<file path="src/rtl/conv_pkg.sv">
// Shared types for the 3x3 convolution front end: FSM states, kernel size and
// the window-element index helper that the MAC also uses to pick its taps.
package conv_pkg;
    localparam int KERNEL_SIZE = 3;
    localparam int WIN_ELEMS   = KERNEL_SIZE * KERNEL_SIZE;

    typedef enum logic [2:0] {IDLE, RD0, RD1, RD2, CAP, OUT, DONE} state_t;

    // Element (r,c) of a packed window lives in slot 3r+c, LSB first.
    function automatic int win_idx(input int r, input int c);
        return KERNEL_SIZE * r + c;
    endfunction
endpackage

</file>
<file path="src/rtl/bram_window_reader_if.sv">
// Window reader bundle: bram read port, start/status and valid/ready window output.
// master = reader side, slave = bram/datapath/controller side.
interface bram_window_reader_if
    import conv_pkg::*;
#(
    parameter int ADDR_WIDTH = 6,
    parameter int RAM_WIDTH  = 8,
    parameter int RAM_PORTS  = 3
);
    logic                            i_start;
    logic [RAM_WIDTH*RAM_PORTS-1:0]  i_data;
    logic                            i_ready;
    logic [ADDR_WIDTH*RAM_PORTS-1:0] o_r_addrs;
    logic [RAM_WIDTH*WIN_ELEMS-1:0]  o_window;
    logic                            o_valid;
    logic [ADDR_WIDTH-1:0]           o_row;
    logic [ADDR_WIDTH-1:0]           o_col;
    logic                            o_busy;
    logic                            o_done;

    modport master (
        input  i_start, i_data, i_ready,
        output o_r_addrs, o_window, o_valid, o_row, o_col, o_busy, o_done
    );

    modport slave (
        output i_start, i_data, i_ready,
        input  o_r_addrs, o_window, o_valid, o_row, o_col, o_busy, o_done
    );
endinterface

</file>
<file path="src/rtl/window_addr_gen.sv">
// Raster row/col counters plus 3-port bram address packing for one kernel row.
// Addresses are combinational from the post-update counters so they can be registered on the same edge.
module window_addr_gen
    import conv_pkg::*;
#(
    parameter int ADDR_WIDTH = 6,
    parameter int RAM_PORTS  = 3,
    parameter int IMG_W      = 8,
    parameter int IMG_H      = 8
) (
    input  logic                            clk,
    input  logic                            rst,
    input  logic                            clear,
    input  logic                            advance,
    input  logic [1:0]                      krow,
    output logic [ADDR_WIDTH-1:0]           row,
    output logic [ADDR_WIDTH-1:0]           col,
    output logic                            last,
    output logic [ADDR_WIDTH*RAM_PORTS-1:0] addrs
);
    localparam logic [ADDR_WIDTH-1:0] ROW_LEN = ADDR_WIDTH'(IMG_W);
    localparam logic [ADDR_WIDTH-1:0] COL_MAX = ADDR_WIDTH'(IMG_W - KERNEL_SIZE);
    localparam logic [ADDR_WIDTH-1:0] ROW_MAX = ADDR_WIDTH'(IMG_H - KERNEL_SIZE);

    logic [ADDR_WIDTH-1:0] row_nxt;
    logic [ADDR_WIDTH-1:0] col_nxt;
    logic [ADDR_WIDTH-1:0] base;

    always_comb begin
        row_nxt = row;
        col_nxt = col;
        if (clear) begin
            row_nxt = '0;
            col_nxt = '0;
        end else if (advance) begin
            if (col == COL_MAX) begin
                col_nxt = '0;
                row_nxt = row + ADDR_WIDTH'(1);
            end else begin
                col_nxt = col + ADDR_WIDTH'(1);
            end
        end
    end

    always_ff @(posedge clk) begin
        if (rst) begin
            row <= '0;
            col <= '0;
        end else begin
            row <= row_nxt;
            col <= col_nxt;
        end
    end

    assign last = (row == ROW_MAX) && (col == COL_MAX);
    assign base = row_nxt * ROW_LEN + col_nxt + ADDR_WIDTH'(krow) * ROW_LEN;

    always_comb begin
        addrs = '0;
        for (int k = 0; k < RAM_PORTS; k++) begin
            addrs[ADDR_WIDTH*k +: ADDR_WIDTH] = base + ADDR_WIDTH'(k);
        end
    end
endmodule

</file>
<file path="src/rtl/bram_window_reader.sv">
// Scans a stored image into 3x3 windows: three 3-port bram reads per window, 5 cycles each.
// First o_valid 4 cycles after RD0 entry; holds in OUT while i_ready is low, issuing no new reads.
module bram_window_reader
    import conv_pkg::*;
#(
    parameter int ADDR_WIDTH = 6,
    parameter int RAM_WIDTH  = 8,
    parameter int RAM_PORTS  = 3,
    parameter int IMG_W      = 8,
    parameter int IMG_H      = 8
) (
    input  logic                 i_clk,
    input  logic                 i_rst,
    bram_window_reader_if.master bus
);
    localparam int ROW_BITS = RAM_WIDTH * KERNEL_SIZE;

    generate
        if (RAM_PORTS != KERNEL_SIZE) begin : g_bad_ports
            $error("RAM_PORTS must equal the kernel width");
        end
        if (IMG_W < KERNEL_SIZE || IMG_H < KERNEL_SIZE) begin : g_bad_dims
            $error("image must be at least 3x3");
        end
        if (IMG_W * IMG_H > (1 << ADDR_WIDTH)) begin : g_bad_size
            $error("image does not fit in the bram address space");
        end
    endgenerate

    state_t                          state;
    state_t                          state_nxt;
    logic                            hs;
    logic                            last;
    logic                            load;
    logic [1:0]                      krow;
    logic [ADDR_WIDTH*RAM_PORTS-1:0] gen_addrs;
    logic [ADDR_WIDTH-1:0]           row;
    logic [ADDR_WIDTH-1:0]           col;

    assign hs = bus.o_valid && bus.i_ready;

    window_addr_gen #(
        .ADDR_WIDTH(ADDR_WIDTH),
        .RAM_PORTS (RAM_PORTS),
        .IMG_W     (IMG_W),
        .IMG_H     (IMG_H)
    ) u_addr_gen (
        .clk    (i_clk),
        .rst    (i_rst),
        .clear  ((state == IDLE) && bus.i_start),
        .advance(hs && !last),
        .krow   (krow),
        .row    (row),
        .col    (col),
        .last   (last),
        .addrs  (gen_addrs)
    );

    always_ff @(posedge i_clk) begin
        if (i_rst) state <= IDLE;
        else       state <= state_nxt;
    end

    always_comb begin
        state_nxt = state;
        load      = 1'b0;
        krow      = 2'd0;
        case (state)
            IDLE:    if (bus.i_start) state_nxt = RD0;
            RD0:     state_nxt = RD1;
            RD1:     state_nxt = RD2;
            RD2:     state_nxt = CAP;
            CAP:     state_nxt = OUT;
            OUT:     if (hs) state_nxt = last ? DONE : RD0;
            DONE:    state_nxt = IDLE;
            default: state_nxt = IDLE;
        endcase
        // Every RD state is always entered fresh, so the next state alone selects the kernel row.
        case (state_nxt)
            RD0:     begin load = 1'b1; krow = 2'd0; end
            RD1:     begin load = 1'b1; krow = 2'd1; end
            RD2:     begin load = 1'b1; krow = 2'd2; end
            default: ;
        endcase
    end

    always_ff @(posedge i_clk) begin
        if (i_rst) begin
            bus.o_r_addrs <= '0;
            bus.o_window  <= '0;
            bus.o_valid   <= 1'b0;
        end else begin
            if (load) bus.o_r_addrs <= gen_addrs;
            case (state)
                RD1: bus.o_window[RAM_WIDTH*win_idx(0, 0) +: ROW_BITS] <= bus.i_data;
                RD2: bus.o_window[RAM_WIDTH*win_idx(1, 0) +: ROW_BITS] <= bus.i_data;
                CAP: begin
                    bus.o_window[RAM_WIDTH*win_idx(2, 0) +: ROW_BITS] <= bus.i_data;
                    bus.o_valid <= 1'b1;
                end
                OUT:     if (bus.i_ready) bus.o_valid <= 1'b0;
                default: ;
            endcase
        end
    end

    assign bus.o_row  = row;
    assign bus.o_col  = col;
    assign bus.o_busy = (state != IDLE);
    assign bus.o_done = (state == DONE);
endmodule

</file>
<file path="src/flat_wrapper.sv">
// flat-port wrapper written by rule: the top's interface ports become plain ports
module bram_window_reader_flat import conv_pkg::*;
#(
    parameter int ADDR_WIDTH = 6,
    parameter int RAM_WIDTH  = 8,
    parameter int RAM_PORTS  = 3,
    parameter int IMG_W      = 8,
    parameter int IMG_H      = 8
)
  (i_clk, i_rst, bus_i_start, bus_i_data, bus_i_ready, bus_o_r_addrs, bus_o_window, bus_o_valid, bus_o_row, bus_o_col, bus_o_busy, bus_o_done);
  bram_window_reader_if #(.ADDR_WIDTH(ADDR_WIDTH), .RAM_WIDTH(RAM_WIDTH), .RAM_PORTS(RAM_PORTS)) bus_i ();
  input  logic i_clk;
  input  logic i_rst;
  input wire logic [$bits(bus_i.i_start)-1:0] bus_i_start;
  input wire logic [$bits(bus_i.i_data)-1:0] bus_i_data;
  input wire logic [$bits(bus_i.i_ready)-1:0] bus_i_ready;
  output wire logic [$bits(bus_i.o_r_addrs)-1:0] bus_o_r_addrs;
  output wire logic [$bits(bus_i.o_window)-1:0] bus_o_window;
  output wire logic [$bits(bus_i.o_valid)-1:0] bus_o_valid;
  output wire logic [$bits(bus_i.o_row)-1:0] bus_o_row;
  output wire logic [$bits(bus_i.o_col)-1:0] bus_o_col;
  output wire logic [$bits(bus_i.o_busy)-1:0] bus_o_busy;
  output wire logic [$bits(bus_i.o_done)-1:0] bus_o_done;
  assign bus_i.i_start = bus_i_start;
  assign bus_i.i_data = bus_i_data;
  assign bus_i.i_ready = bus_i_ready;
  assign bus_o_r_addrs = bus_i.o_r_addrs;
  assign bus_o_window = bus_i.o_window;
  assign bus_o_valid = bus_i.o_valid;
  assign bus_o_row = bus_i.o_row;
  assign bus_o_col = bus_i.o_col;
  assign bus_o_busy = bus_i.o_busy;
  assign bus_o_done = bus_i.o_done;
  bram_window_reader #(.ADDR_WIDTH(ADDR_WIDTH), .RAM_WIDTH(RAM_WIDTH), .RAM_PORTS(RAM_PORTS), .IMG_W(IMG_W), .IMG_H(IMG_H)) u_core (.i_clk(i_clk), .i_rst(i_rst), .bus(bus_i));
endmodule
</file>
<file path="config.mk">
export PLATFORM = sky130hd
export DESIGN_NAME = bram_window_reader_flat
export DESIGN_NICKNAME = d
export VERILOG_FILES = /design/src/rtl/conv_pkg.sv /design/src/rtl/bram_window_reader_if.sv /design/src/rtl/window_addr_gen.sv /design/src/rtl/bram_window_reader.sv /design/src/flat_wrapper.sv
export SDC_FILE = /design/constraint.sdc
export NUM_CORES = 1
export LEC_CHECK = 0
export CORE_UTILIZATION = 48
export CTS_CLUSTER_SIZE = 14
export DETAILED_ROUTE_END_ITERATION = 16
export GPL_ROUTABILITY_DRIVEN = 0
export PLACE_DENSITY = 0.81
export SLEW_MARGIN = 15
export SYNTH_ARGS = -nofsm -noshare
export SYNTH_HDL_FRONTEND = slang
export SYNTH_HIERARCHICAL = 1
export SYNTH_SLANG_ARGS = --single-unit
</file>
<file path="constraint.sdc">
create_clock -name i_clk -period 4.8 [get_ports i_clk]
set_clock_uncertainty 0.15 [all_clocks]
set_input_delay 0.48 -clock i_clk [delete_from_list [all_inputs] [get_ports i_clk]]
set_output_delay 0.48 -clock i_clk [all_outputs]
set_load 0.02 [all_outputs]
</file>
==> impl_metrics.env, run 1 <==
export IMPL_status="complete, no violations"
export IMPL_synth_avg_cell_area_um2=8.62
export IMPL_timing_setup_critical_path_class="reg -> reg"
export IMPL_synth_enable_flop_cells=0
export IMPL_grt_pass1_wl_mm=18.0
export IMPL_cts_root_buf="sky130_fd_sc_hd__clkbuf_8"
export IMPL_min_path_type="reg -> reg"
export IMPL_antennaDiodeCount=0
export IMPL_postSynthCellCount=536
export IMPL_postRouteAntennaNets=0
export IMPL_netlist_cell_type_count=42
export IMPL_clkSinkCount=106
export IMPL_routed_wirelength_mm=11.1
export IMPL_yosysSeqAreaShare_pct=45.9
export IMPL_worst_setup_hold_path_clk_slew_ps=100
export IMPL_fin_setup_tns_ps=0
export IMPL_final_layout_size_suffix_gt1_share_pct=7.57
export IMPL_routedWlPerCell_um=14.3
export IMPL_grt_max_degree=122
export IMPL_timing_hold_violations_final=0
export IMPL_start_kind="flop"
export IMPL_worstReg2RegEnd="u_core/bus.o_r_addrs[11]"
export IMPL_path_max_fanout=13
export IMPL_peakVddDrop_uv=216
export IMPL_finalSetupViolations=0
export IMPL_synthesis_nets=573
export IMPL_post_route_period_util_pct=87.5
export IMPL_p_leak_nw=2.14
export IMPL_finalWorstSetupSlack_ps=602
export IMPL_die_area_mm2=0.0100
export IMPL_rsz0062_at_grt="no"
export IMPL_totalPowerFinal_mw=1.88
export IMPL_hold_depth=2
export IMPL_pre_cts_ws_ps=606
export IMPL_ys_warn_count=6
export IMPL_hold_buffers=0
export IMPL_yosys_area_top_type="sky130_fd_sc_hd__dfxtp_1"
export IMPL_die_y_um=100
export IMPL_worstHoldStart="u_core/bus.o_window[33]"
export IMPL_initial_utilization_pct=49.8
export IMPL_count_of_tritonroute_iterations_in_the_first_routing_pass=4
export IMPL_grt_antenna_before_repair=0
export IMPL_grt_util_all_layers_pct=22.5
export IMPL_design_final_nets=679
export IMPL_final_core_utilization_pct=66.1
export IMPL_tritoncts="done"
export IMPL_min_to="u_core/bus.o_window[33]"
export IMPL_placed_cells_incl_taps=759
export IMPL_worst_endpoint_arrival_ps=4320
export IMPL_worstReg2RegStart="u_core/u_addr_gen/col[1]"
export IMPL_post_cts_setup_buffer_count=0
export IMPL_route_detailed_drc=0
export IMPL_worstSkewPairLatency_ps=340
export IMPL_maxCapViolCount=0
export IMPL_fillCellCount=780
export IMPL_final_cell_count_no_fill=776
export IMPL_report_final_slew_viol_count=0
export IMPL_drt_first_iter_violations=179
export IMPL_synth_flop_cell="sky130_fd_sc_hd__dfxtp_1"
export IMPL_x_dimension_of_the_die_um=100
export IMPL_vias=3916
export IMPL_reg2reg_setup_slack_ps=600
export IMPL_max_freq_ghz=0.238
export IMPL_port_buffers=132
export IMPL_core_mm2=0.00928
export IMPL_cts_resized=0
export IMPL_yosys_reg_bits=106
export IMPL_overflow=0
export IMPL_ys_top_cells_by_count="sky130_fd_sc_hd__nand2_1 (153), sky130_fd_sc_hd__dfxtp_1 (106), sky130_fd_sc_hd__a21oi_1 (56)"
export IMPL_placementRows=35
export IMPL_most_frequent_cell_after_synthesis="sky130_fd_sc_hd__nand2_1"
export IMPL_timing_critical_path_required_ps=4930
export IMPL_ctsHtreeMaxLevel=3
export IMPL_routed_via_density=5.05
export IMPL_cts_buffers=9
export IMPL_place_hpwl_mm=7.65
export IMPL_synth_top_area_share_pct=45.9
export IMPL_synthTopCellsByArea="sky130_fd_sc_hd__dfxtp_1 (46%), sky130_fd_sc_hd__nand2_1 (12%), sky130_fd_sc_hd__a21oi_1 (6.1%)"
export IMPL_setup_worst_path_end_class="flop"
export IMPL_ioPinCount=133
export IMPL_max_slew_margin_pct=25.8
export IMPL_rr_worst_depth=18
export IMPL_p_per_area_mw_per_mm2=307
export IMPL_worstMarginPinSlew_ps=1110
export IMPL_signed_area_change_from_the_synthesized_netlist_to_the_final_layout_pct=32.8
export IMPL_cts_buffer_depth=2
export IMPL_netlist_area_mm2=0.00462
export IMPL_timing_final_crit_period_ps=4200
export IMPL_first_global_vias=3711
export IMPL_postSynth_asyncResetShare_pct=0
report_power, final:
group          total [mW]  internal, mW  switching, mW  leakage [nW]
clock network       0.609         0.313          0.296         0.114
registers           0.947         0.916         0.0308         0.858
logic               0.328         0.148          0.180          1.17
final cells by class:
class / instances / area [µm²] / share of cell area, %
sequential: 106 / 2120 / 34.6
timing repair buffer: 136 / 1360 / 22.1
clock inverter: 5 / 86.3 / 1.41
tap: 129 / 161 / 2.63
inverter: 11 / 46.3 / 0.755
multi-input combinational: 378 / 2220 / 36.2
clock buffer: 11 / 141 / 2.30
cell usage in the layout (no fill, tap or decap), types with 3 or more instances in the layout:
cell type / instances
sky130_fd_sc_hd__a21oi_1: 56
sky130_fd_sc_hd__a21oi_2: 20
sky130_fd_sc_hd__and3b_1: 3
sky130_fd_sc_hd__buf_4: 3
sky130_fd_sc_hd__clkbuf_8: 10
sky130_fd_sc_hd__clkdlybuf4s50_1: 131
sky130_fd_sc_hd__clkinv_4: 3
sky130_fd_sc_hd__dfxtp_1: 106
sky130_fd_sc_hd__ha_1: 7
sky130_fd_sc_hd__inv_1: 10
sky130_fd_sc_hd__mux2i_1: 21
sky130_fd_sc_hd__nand2_1: 153
sky130_fd_sc_hd__nand2b_1: 39
sky130_fd_sc_hd__nand3b_1: 3
sky130_fd_sc_hd__nand4_1: 5
sky130_fd_sc_hd__nor2_1: 12
sky130_fd_sc_hd__nor2b_1: 4
sky130_fd_sc_hd__nor3_1: 6
sky130_fd_sc_hd__nor4_1: 4
sky130_fd_sc_hd__or3_1: 3
sky130_fd_sc_hd__xnor2_1: 12
sky130_fd_sc_hd__xor2_1: 8
flip-flops by register name (all words and copies together), names as in the netlist:
name,cells
u_core/bus.o_r_addrs,18
u_core/bus.o_valid,1
u_core/u_addr_gen/row,6
u_core/state,3
u_core/u_addr_gen/col,6
u_core/bus.o_window,72
routing by layer:
layer  global-route usage (%)  share of wire (%)
met5                        0                  0
met4                     6.35               0.62
met3                     4.39                6.0
met2                     40.5                 50
met1                     27.2                 43
cells by family (layout without fill, tap and decap cells):
logic type | after synthesis | after routing | share of synthesized area (%)
fa+ha+maj | 9 | 9 | 2.76
compound gates | 84 | 84 | 11.6
xor+xnor | 20 | 20 | 3.79
mux | 22 | 22 | 4.79
simple gates | 243 | 243 | 24.9
buf+inv | 52 | 163 | 6.23
flops | 106 | 106 | 45.9
how the worst max path moves through the flow:
stage	slack, ps	end	start	cells past startpoint
finish	600	u_core/bus.o_r_addrs[11]	u_core/u_addr_gen/col[1]	18
global route	290	u_core/bus.o_r_addrs[11]	u_core/u_addr_gen/col[1]	18
floorplan	810	u_core/bus.o_r_addrs[11]	u_core/u_addr_gen/col[1]	19
detailed placement	610	u_core/bus.o_r_addrs[11]	bus_i_ready	16
global placement	720	u_core/bus.o_r_addrs[11]	bus_i_ready	16
CTS	600	u_core/bus.o_r_addrs[11]	u_core/u_addr_gen/col[1]	18
metrics by stage:
| stage | hold WS (ps) | cell area, µm² |
|---|---|---|
| floorplan | 383 | 4620 |
| global placement | 292 | 5890 |
| detailed placement | 297 | 5890 |
| CTS | 311 | 6120 |
| global route | 331 | 6130 |
| finish | 309 | 6130 |
worst max-delay path, cell delays in order, from the launching register on:
cell and delay [ps]:
sky130_fd_sc_hd__dfxtp_1 420, sky130_fd_sc_hd__inv_1 100, sky130_fd_sc_hd__ha_1 190, sky130_fd_sc_hd__nor4b_2 180
sky130_fd_sc_hd__and3_2 220, sky130_fd_sc_hd__nor2_1 100, sky130_fd_sc_hd__buf_4 170, sky130_fd_sc_hd__and3_2 370
sky130_fd_sc_hd__mux2i_1 230, sky130_fd_sc_hd__nand2b_1 110, sky130_fd_sc_hd__fa_1 520, sky130_fd_sc_hd__inv_1 50
sky130_fd_sc_hd__ha_1 360, sky130_fd_sc_hd__nand3_1 140, sky130_fd_sc_hd__nor4_1 300, sky130_fd_sc_hd__xor2_1 200
sky130_fd_sc_hd__xnor2_1 130, sky130_fd_sc_hd__nand2b_1 60, sky130_fd_sc_hd__mux2i_1 120
(Power assumes the default switching activity.)
==> inputs of run 2 (changes only) <==
CORE_MARGIN = 3   (was not set)
CORE_UTILIZATION = 51   (was 48)
PLACE_DENSITY = 0.85   (was 0.81)
clock period = 5.2 ns   (was 4.8 ns; I/O delays follow)
==> impl_metrics.env, run 2 (synthesis results as in run 1) <==
export IMPL_finalWorstSetupSlack_ps=1010
export IMPL_grt_pass1_wl_mm=18.3
export IMPL_cts_root_buf="sky130_fd_sc_hd__clkbuf_8"
export IMPL_pre_cts_ws_ps=922
export IMPL_first_global_vias=3760
export IMPL_ioPinCount=133
export IMPL_layout_cells_most_common_list="sky130_fd_sc_hd__nand2_1 (153), sky130_fd_sc_hd__clkdlybuf4s50_1 (131), sky130_fd_sc_hd__dfxtp_1 (106), sky130_fd_sc_hd__a21oi_1 (56), sky130_fd_sc_hd__nand2b_1 (39)"
export IMPL_p_per_area_mw_per_mm2=277
export IMPL_final_layout_size_suffix_gt1_share_pct=7.14
export IMPL_design_final_nets=677
export IMPL_cts_buffer_depth=2
export IMPL_postRouteAntennaNets=0
export IMPL_min_path_type="reg -> reg"
export IMPL_overflow=0
export IMPL_post_cts_setup_buffer_count=0
export IMPL_grt_antenna_before_repair=0
export IMPL_p_leak_nw=2.13
export IMPL_register_area_mm2=0.00212
export IMPL_cts_resized=0
export IMPL_maxCapViolCount=0
export IMPL_timing_setup_critical_path_class="reg -> reg"
export IMPL_critical_path_top_delay_family="simple AND/OR/NAND/NOR gates"
export IMPL_ctsHtreeMaxLevel=3
export IMPL_clkSinkCount=106
export IMPL_critical_path_max_stage_delay_ps=510
export IMPL_drt_first_iter_violations=168
export IMPL_initial_utilization_pct=52.7
export IMPL_multiInputGateArea_mm2=0.00222
export IMPL_number_of_flip_flops_under_the_largest_register_name=72
export IMPL_registers_top_by_ff_count="u_core/bus.o_window"
export IMPL_timing_hold_violations_final=0
export IMPL_vias=3945
export IMPL_path_max_fanout=13
export IMPL_layout_cells_most_common="sky130_fd_sc_hd__nand2_1"
export IMPL_critical_path_n_buffers_inverters=3
export IMPL_die_y_um=101
export IMPL_signed_area_change_from_the_synthesized_netlist_to_the_final_layout_pct=31.4
export IMPL_fin_setup_tns_ps=0
export IMPL_crit_slowest_cell="sky130_fd_sc_hd__fa_1"
export IMPL_tritoncts="done"
export IMPL_reg_top3="u_core/bus.o_window (72), u_core/bus.o_r_addrs (18)"
export IMPL_start_kind="flop"
export IMPL_route_detailed_drc=0
export IMPL_report_final_slew_viol_count=0
export IMPL_worst_endpoint_arrival_ps=4320
export IMPL_hold_buffers=0
export IMPL_routed_wirelength_mm=11.5
export IMPL_place_hpwl_mm=8.05
export IMPL_fillCellCount=714
export IMPL_rsz0062_at_grt="no"
export IMPL_timing_critical_path_required_ps=5330
export IMPL_timing_final_crit_period_ps=4190
export IMPL_grt_max_degree=122
export IMPL_worst_setup_hold_path_clk_slew_ps=100
export IMPL_worstSkewPairLatency_ps=350
export IMPL_routed_via_density=5.25
export IMPL_setup_worst_path_end_class="flop"
export IMPL_routedWlPerCell_um=15.3
export IMPL_max_slew_margin_pct=23.4
export IMPL_finalSetupViolations=0
export IMPL_core_mm2=0.00876
export IMPL_port_buffers=132
export IMPL_antennaDiodeCount=0
export IMPL_count_of_tritonroute_iterations_in_the_first_routing_pass=4
export IMPL_max_freq_ghz=0.239
export IMPL_x_dimension_of_the_die_um=101
export IMPL_peakVddDrop_uv=168
export IMPL_placementRows=34
export IMPL_status="complete, no violations"
export IMPL_grt_util_all_layers_pct=22.1
export IMPL_cp_cell_sequence="inv_1 > ha_1 > nor4b_2 > and3_2 > nor2_1 > buf_4 > and3_2 > mux2i_1 > nand2b_1 > fa_1 > inv_1 > ha_1 > nand3_1 > nor4_1 > xor2_1 > xnor2_1 > nand2b_1 > mux2i_1"
export IMPL_post_route_period_util_pct=80.6
export IMPL_worstMarginPinSlew_ps=1150
export IMPL_die_area_mm2=0.0102
export IMPL_cts_buffers=9
run 2: cell types whose count changed in the layout (fill, tap and decap cells not counted):
cell / delta
sky130_fd_sc_hd__buf_4: -1
sky130_fd_sc_hd__bufinv_16: -1
sky130_fd_sc_hd__clkinv_2: +1
sky130_fd_sc_hd__buf_16: +1
sky130_fd_sc_hd__inv_6: -1
sky130_fd_sc_hd__buf_6: -2
run 2: path summary, 6_finish.rpt:
| kind | startpoint | endpoint | slack (ps) | cells after the start |
|---|---|---|---|---|
| max | u_core/u_addr_gen/col[1] | u_core/bus.o_r_addrs[11] | 1010 | 18 |
| min | u_core/bus.o_window[30] | u_core/bus.o_window[30] | 310 | 2 |
| max reg2reg | u_core/u_addr_gen/col[1] | u_core/bus.o_r_addrs[11] | 1010 | 18 |
| min reg2reg | u_core/bus.o_window[30] | u_core/bus.o_window[30] | 310 | 2 |
run 2: final cells by class:
cell class	instances	share of cell area, %
multi-input combinational	378	36.6
sequential	106	34.9
timing repair buffer	134	22.3
clock buffer	11	2.33
tap	108	2.23
clock inverter	4	0.865
inverter	11	0.762
run 2: per-stage QoR:
stage | instances | util [%] | total power, mW | instance area (µm²) | hold slack, ps
final | 752 | 69.3 | 1.68 | 6070 | 314
after global routing | 752 | 69.3 | 1.76 | 6070 | 334
after CTS | 751 | 69.0 | 1.69 | 6040 | 314
after detailed placement | 736 | 66.8 | 1.19 | 5850 | 300
after global placement | 736 | 66.8 | 1.19 | 5850 | 291
after floorplan | 536 | - | 1.08 | 4620 | 383
run 2: worst reg2reg max path, delay by kind of cell, from the launching register on:
family | cells | cell delay [ps]
AND/OR/NAND/NOR | 8 | 1520
flip-flops | 1 | 400
multiplexers | 2 | 340
buffers and inverters | 3 | 300
XOR/XNOR | 2 | 340
adder cells (fa/ha/maj) | 3 | 1050
run 2: metal layers:
layer,part of all wire [%],global-route usage [%]
met1,42,27.2
met2,50,38.8
met3,7.2,4.96
met4,0.95,5.83
met5,0,0
run 2: where the power goes:
part	switching, mW	internal [mW]	leakage [nW]
Combinational	0.167	0.134	1.17
Clock	0.269	0.235	0.0994
Sequential	0.0291	0.846	0.858
Total	0.465	1.22	2.13
